### src/rtl/mirror_skolem_checker_assign_enum.sv
// N-bit assignment enumerator: clears to 0, counts up when enabled, flags 2^N-1.
module assign_enum #(
  parameter int unsigned N = 10
) (
  input  logic         clk,
  input  logic         rst,
  input  logic         clr,
  input  logic         en,
  output logic [N-1:0] cnt,
  output logic         last_c
);

  logic [N-1:0] cnt_q;
  logic [N-1:0] cnt_d;

  // Next count: clear has priority over increment.
  always_comb begin
    cnt_d = cnt_q;
    if (clr) begin
      cnt_d = '0;
    end else if (en) begin
      cnt_d = cnt_q + N'(1);
    end
  end

  // Enumerator register.
  always_ff @(posedge clk) begin
    if (rst) begin
      cnt_q <= '0;
    end else begin
      cnt_q <= cnt_d;
    end
  end

  assign cnt    = cnt_q;
  assign last_c = (cnt_q == {N{1'b1}});

endmodule

### config.mk
export PLATFORM = sky130hd
export DESIGN_NAME = assign_enum
export DESIGN_NICKNAME = d
export VERILOG_FILES = /design/src/rtl/mirror_skolem_checker_assign_enum.sv
export SDC_FILE = /design/constraint.sdc
export NUM_CORES = 1
export LEC_CHECK = 0
export CORE_AREA = 2 2 39 41
export CTS_CLUSTER_SIZE = 20
export DETAILED_ROUTE_END_ITERATION = 10
export DIE_AREA = 0 0 41 43
export GPL_ROUTABILITY_DRIVEN = 0
export HOLD_SLACK_MARGIN = 0.1
export PLACE_DENSITY = 0.64
export SETUP_SLACK_MARGIN = 0.3
export SYNTH_ARGS = -nofsm -noshare
export SYNTH_HDL_FRONTEND = slang
export SYNTH_SLANG_ARGS = --single-unit
### constraint.sdc
create_clock -name clk -period 3.1 [get_ports clk]
set_clock_uncertainty 0.15 [all_clocks]
set_input_delay 0.62 -clock clk [delete_from_list [all_inputs] [get_ports clk]]
set_output_delay 0.62 -clock clk [all_outputs]
set_load 0.02 [all_outputs]
# Word-level counts from Yosys, hierarchy flattened
# Cells that the tools add are included.
op_classes:
  n_reduce_logical: 1
  add_sub_neg: 1
  eq_ne: 1
ops:
  columns: ["operator", "count"]
  rows:
  - ["10-bit by 1-bit adder with 10-bit output, second input constant", 1]
  - ["10-bit equality test, second input constant", 1]
  - ["2-bit OR reduction", 1]
word_totals:
  output_inout_bits: 11
  reg_bits: 10

# Depth between registers and ports, before layout
# Gate-level depths: netlist (run 1).
logic_depth:
  ltp_word: 1
  depth_mapped: 4
  depth_no_buf: 4

# Worst setup path before layout (run 1)
# No wires, ideal clock.
synth_timing:
  kind: "register to output"
  start: "reg cnt_q[0], in the netlist cnt[0]"
  end: "out last_c"
  path_buffers: 0
  arrival_time_ns: 1.343
  path_stages_with_launch: 4
  setup_slack_ns: 0.987
  path_cell_list: "dfxtp_1 ha_1 nand3_1 nor3_1"
synth_via:
  elab_chain_len: 1
synth_lines:
  columns: ["element", "line", "source"]
  rows:
  - ["start, declared", "13", "logic [N-1:0] cnt_q;"]
  - ["start signal, assigned", "31", "cnt_q <= cnt_d;"]
  - ["10-bit equality test", "36", "assign last_c = (cnt_q == {N{1'b1}});"]
  - ["end, declared", "10", "output logic last_c"]
# No other way between the ends.

# Worst setup path in the final report (run 1)
# Ends and elaborated chain as after synthesis.

==> flow_summary_export.csv, run 1 <==
group,metric,value,unit
logic_synthesis,yosysTopAreaCellShare,43.6,%
clocking,cts_tree,"done",
power,p_leak,0.214,nW
worst_hold_path,hold_path_depth,2,
global_routing,grt_pass1_wl,1.54,mm
floorplanning,die_area,0.00176,mm²
run,max_cap_viol_count,0,
clocking,cts-htree-levels,1,
clocking,clk_latency,0.27,ns
clocking,cts_resized,0,
clocking,cts_setup_buffers,0,
logic_synthesis,yosys.area.top_type,"dfxtp_1",
sta,whs,0.349,ns
setup_path,cp.depth,4,
power,power_density,410,mW/mm²
global_routing,antenna_found_initial,0,
clocking,clockBufferDepth,2,
layout,area_growth,40.9,%
sta,setup_viol,0,
place,dp_slack,0.765,ns
clocking,cts.sink_count,10,
routing,post_drt_wl_per_cell,12.0,µm
floorplanning,die_h,43,µm
setup_path,worst_path_dominant_cell_family,"buffers and inverters",
setup_path,r2r_cells,4,
routing,routed_via_density,5.11,
logic_synthesis,synth_area,459,µm²
logic_synthesis,syn_avg_cell_area,9.18,µm²
routing,drt_wl_total,983,µm
clocking,clk_pin_slew,0.07,ns
sta,rsz0062_at_grt,"no",
layout,layout_commonest_cell,"clkdlybuf4s50_1",
global_routing,grt_overflow,0,
sta,worstMarginPinSlew,0.326,ns
place,hpwl,715,µm
worst_hold_path,min_path_type,"register to register",
layout,final_util,46.7,%
setup_path,crit_type,"register to primary output",
layout,drive_gt1_share,12.1,%
logic_synthesis,yosys_warnings,0,
place,io_buffers,14,
floorplanning,std_cell_rows,14,
clocking,cts_hold_buffers,0,
setup_path,endpoint_kind,"primary output",
logic_synthesis,ys_seq_area_share,43.6,%
setup_path,worstPathRequired,2.33,ns
sta,setup_tns,0,ns
layout,largest_register_ffs,10,
routing,vias,419,
routing,drc_errors,0,
setup_path,start_kind,"register",
layout,insertedDiodeCount,0,
setup_path,cpMaxStageDelayCell,"clkdlybuf4s50_1",
setup_path,slowest_delay,0.63,ns
logic_synthesis,synth_cell_types,22,
power,peakVddDrop,136,µV
clocking,cts_inserted_buffers,3,
sta,fin_crit,2.64,ns
sta,fmax,0.379,GHz
logic_synthesis,synthTopCellsByArea,"dfxtp_1 (44%), xor2_1 (5.7%), a21oi_1 (5.4%), nand4_4 (4.6%), o21ai_0 (4.4%)",
global_routing,grt_use_total,13.7,%
sta,setup_ws,0.460,ns
sta,timing.slew.headroom,78.2,%
setup_path,crit_chain,"ha_1 > nand3_1 > nor3_1 > clkdlybuf4s50_1",
floorplanning,start_util,33.2,%
setup_path,critical_path_arrival,1.87,ns
power,total_power,265,µW
global_routing,first_global_vias,370,
outcome,status,"complete, no violations",
global_routing,grt_max_degree,11,
floorplanning,core,0.00138,mm²
routing,ant_nets,0,
logic_synthesis,synth_seq_cells,10,
routing,dr.pass1.iters,2,
sta,slew_viol_final,0,
setup_path,worstPathMaxFanout,5,
sta,hold_viol_final,0,
routing,drtIter0Drc,4,
logic_synthesis,syn_inst,50,
setup_path,cp_num_buf_inv,1,
sta,finalCritPeriodShare,85.2,%
floorplanning,ios,15,
logic_synthesis,synth_nets,55,
clocking,clockRootBuffer,"clkbuf_4",
layout,layout.nets,72,
layout,final_cell_mix,"clkdlybuf4s50_1 (14), dfxtp_1 (10), a21oi_1 (5), nor2_1 (5), o21ai_0 (4)",
floorplanning,die_x,41,µm
-- worst reg2reg max path, stage by stage (launching register included) --
cell and delay [ns]:
dfxtp_1 0.45, ha_1 0.29, nand3_1 0.13, or4b_1 0.48
a21oi_1 0.16
-- metal layers --
metal | vias to the layer above | part of all wire [%] | track usage (%)
li1 | 214 | - | -
met1 | 187 | 41 | 14.0
met2 | 13 | 49 | 21.6
met3 | 5 | 5.7 | 3.14
met4 | 0 | 4.4 | 12.0
met5 | - | 0 | 0
-- final timing paths --
| check | from | to | slack [ns] |
|---|---|---|---|
| worst max register to register | cnt[0] | cnt[8] | 1.39 |
| worst min register to register | cnt[9] | cnt[9] | 0.35 |
| worst min-delay path | cnt[9] | cnt[9] | 0.35 |
| worst max-delay path | cnt[0] | last_c | 0.46 |
-- cell families (layout without fill, tap and decap cells) --
kind of cell	Yosys count	after routing	share of synthesized area, %
buffers and inverters	2	18	1.91
DFF	10	10	43.6
AOI/OAI and AO/OA	10	10	11.4
adders and majority gates	1	1	2.72
xor gates and xnor gates	4	4	7.63
muxes	1	1	2.18
and+or+nand+nor	22	22	30.5
-- stage by stage --
| step | area, µm² | std cells |
|---|---|---|
| final | 647 | 82 |
| after global routing | 647 | 82 |
| after CTS | 647 | 82 |
| after global placement | 611 | 78 |
| after floorplan | 459 | 50 |
| after detailed placement | 611 | 78 |
-- cell type report --
class | instances | area [µm²]
Tap cell | 16 | 20.0
Fill cell | 144 | 737
Sequential cell | 10 | 200
Clock buffer | 4 | 36.3
Timing Repair Buffer | 14 | 140
Multi-Input combinational cell | 38 | 250
-- power by group --
part	switching [mW]	internal [mW]
Sequential	0.00160	0.129
Combinational	0.00648	0.00714
Clock	0.0494	0.0715
Total	0.0575	0.208
-- synthesized netlist by cell type, drive strengths merged --
cell type / n
nand2: 3
buf: 1
xor2: 3
nand4: 4
a21oi: 5
ha: 1
o21ai: 4
clkbuf: 1
nor2: 5
nand3: 3
mux2i: 1
or2: 1
nor3: 1
or3: 3
xnor2: 1
o31ai: 1
or4b: 1
or4: 1
dfxtp: 10
Note: power is estimated with default switching activity, not from simulation.
==> run 2: changes to the inputs <==
==> constraint.sdc (replaced) <==
create_clock -name clk -period 3.2 [get_ports clk]
set_clock_uncertainty 0.15 [all_clocks]
set_input_delay 0.64 -clock clk [delete_from_list [all_inputs] [get_ports clk]]
set_output_delay 0.64 -clock clk [all_outputs]
set_load 0.02 [all_outputs]
==> results of run 2 <==
The final DEF is identical to that of run 1. Status: complete, no violations.
Among the figures that moved: setup slack after placement 0.765 ns -> 0.845 ns; setup slack after layout 0.460 ns -> 0.540 ns; register-to-register setup slack 1.39 ns -> 1.49 ns; total power 0.265 mW -> 0.257 mW; worst IR drop on VDD 136 µV -> 132 µV
==> run 3: changes to the inputs <==
--- a/config.mk
+++ b/config.mk
@@ -11,7 +11,7 @@
 export DIE_AREA = 0 0 41 43
 export GPL_ROUTABILITY_DRIVEN = 0
 export HOLD_SLACK_MARGIN = 0.1
-export PLACE_DENSITY = 0.64
+export PLACE_DENSITY = 0.66
 export SETUP_SLACK_MARGIN = 0.3
 export SYNTH_ARGS = -nofsm -noshare
 export SYNTH_HDL_FRONTEND = slang
==> constraint.sdc (replaced) <==
create_clock -name clk -period 2.4 [get_ports clk]
set_clock_uncertainty 0.15 [all_clocks]
set_input_delay 0.48 -clock clk [delete_from_list [all_inputs] [get_ports clk]]
set_output_delay 0.48 -clock clk [all_outputs]
set_load 0.02 [all_outputs]
==> run 3 against run 2 <==
Compared with the run above: total power grew 34%; die area is the same; register-to-register slack lost 0.64 ns; hold slack gained 0.0087 ns; sequential power grew 32%; global-route usage grew 0.73 points; non-clock buffer count grew 5; final cell count grew 6.1%; core utilization grew 3.1 points; via count grew 5.5%.
==> flow_summary_export.csv, run 3 (synthesis gave the netlist of run 1 again) <==
group,metric,value,unit
outcome,status,"complete, no violations",
power,p_sw,74.5,µW
clocking,cts_inserted_buffers,3,
run,max_cap_viol_count,0,
worst_hold_path,min_path_type,"register to register",
floorplanning,ios,15,
floorplanning,die_area,0.00176,mm²
global_routing,use_met1,15.7,%
setup_path,critical_path_arrival,1.37,ns
sta,timing.slew.headroom,83.2,%
floorplanning,start_util,33.2,%
global_routing,grtUsageMet2,22.2,%
routing,ant_nets,0,
clocking,cts-htree-levels,1,
routing,drc_errors,0,
sta,fin_crit,2.00,ns
global_routing,grt_pass1_wl,1.66,mm
layout,final_cell_mix,"clkdlybuf4s50_1 (13), dfxtp_1 (9), a21oi_1 (5), nor2_1 (5), buf_4 (5)",
clocking,cts_tree,"done",
global_routing,grt_busiest_layer,"met2",
sta,setup_tns,0,ns
setup_path,crit_chain,"buf_4 > clkdlybuf4s50_1",
setup_path,worstPathRequired,1.77,ns
clocking,clk_pin_slew,0.07,ns
power,power_density,501,mW/mm²
floorplanning,core,0.00138,mm²
sta,rsz0062_at_grt,"no",
floorplanning,std_cell_rows,14,
power,p_seq_share,48.7,%
setup_path,start_kind,"register",
setup_path,cpMaxStageDelayCell,"clkdlybuf4s50_1",
setup_path,worstPathMaxFanout,6,
power,p_leak,0.239,nW
clocking,clockRootBuffer,"clkbuf_4",
layout,area_growth,50.1,%
clocking,clk_latency,0.27,ns
routing,routed_via_density,5.08,
floorplanning,die_h,43,µm
power,p_int,271,µW
clocking,cts_hold_buffers,0,
global_routing,antenna_found_initial,0,
layout,largest_register_ffs,10,
global_routing,globalRouteMet3Util,1.57,%
routing,vias,442,
routing,post_drt_wl_per_cell,11.6,µm
sta,finalCritPeriodShare,83.3,%
clocking,cts_setup_buffers,0,
power,clkPwrFrac,45.2,%
routing,dr.pass1.iters,2,
layout,insertedDiodeCount,0,
global_routing,grt_overflow,0,
clocking,clockBufferDepth,2,
layout,layout_commonest_cell,"clkdlybuf4s50_1",
place,io_buffers,14,
sta,setup_viol,0,
clocking,cts_resized,4,
routing,drtIter0Drc,4,
power,peakVddDrop,206,µV
setup_path,endpoint_kind,"primary output",
layout,drive_gt1_share,22.5,%
setup_path,crit_type,"register to primary output",
routing,drt_wl_total,1.01,mm
sta,worstMarginPinSlew,0.251,ns
power,combPwrFrac,6.1,%
place,dp.cells,83,
power,total_power,345,µW
clocking,cts.sink_count,10,
sta,hold_viol_final,0,
layout,final_cells,87,
sta,fmax,0.500,GHz
setup_path,slowest_delay,0.61,ns
global_routing,grt_use_total,14.4,%
layout,layout.nets,77,
global_routing,first_global_vias,410,
global_routing,grt_max_degree,11,
layout,fillerInstances,136,
place,hpwl,737,µm
sta,slew_viol_final,0,
power,swShare,21.6,%
floorplanning,die_x,41,µm
==> run 3: cell types whose count changed in the layout (fill, tap and decap cells not counted) <==
cell,change
buf_4,+5
dfxtp_2,+1
clkdlybuf4s50_1,-1
clkdlybuf4s15_2,+1
ha_2,+1
dfxtp_1,-1
ha_1,-1
==> run 3: worst max-delay path, delay by kind of cell, from the launching register on <==
| kind | cells | cell delay (ns) |
|---|---|---|
| buffers and inverters | 2 | 0.77 |
| DFF | 1 | 0.33 |
==> run 3: per-stage QoR <==
step / cell area [µm²] / hold WS, ns / worst slack (ns) / util (%)
2_1_floorplan: 459 / 0.413 / 0.427 / -
3_3_place_gp: 648 / 0.332 / 0.298 / 46.8
3_5_place_dp: 648 / 0.349 / 0.270 / 46.8
4_1_cts: 686 / 0.360 / 0.315 / 49.5
5_1_grt: 689 / 0.376 / 0.325 / 49.8
6_report: 689 / 0.358 / 0.401 / 49.8
==> run 3: final cells by class <==
class	instances	area, µm²	area share [%]
clock buffer	4	36.3	5.26
multi-input combinational	38	253	36.7
sequential	10	201	29.2
tap	16	20.0	2.90
timing repair buffer	19	179	26.0
==> run 3: path summary, 6_finish.rpt <==
path,start,endpoint,slack [ns],cells past startpoint
setup / recovery,cnt[2],cnt[2],0.40,2
hold / removal,cnt[8],cnt[8],0.36,2
setup reg to reg,cnt[1],cnt[8],0.85,4
hold reg to reg,cnt[8],cnt[8],0.36,2
==> run 3: power groups by stage <==
stage / clock network, mW / logic [mW] / registers (mW)
3_3_place_gp: 0 / 0.0212 / 0.172
5_1_grt: 0.166 / 0.0232 / 0.168
4_1_cts: 0.162 / 0.0214 / 0.168
3_5_place_dp: 0 / 0.0213 / 0.172
2_1_floorplan: 0 / 0.00853 / 0.174
6_report: 0.156 / 0.0212 / 0.168
==> run 3: per-layer routing <==
metal  vias to the layer above  wire [µm]
met5                         -          0
met4                         0         39
met3                         5         37
met2                        13        483
met1                       201        450
li1                        223          -
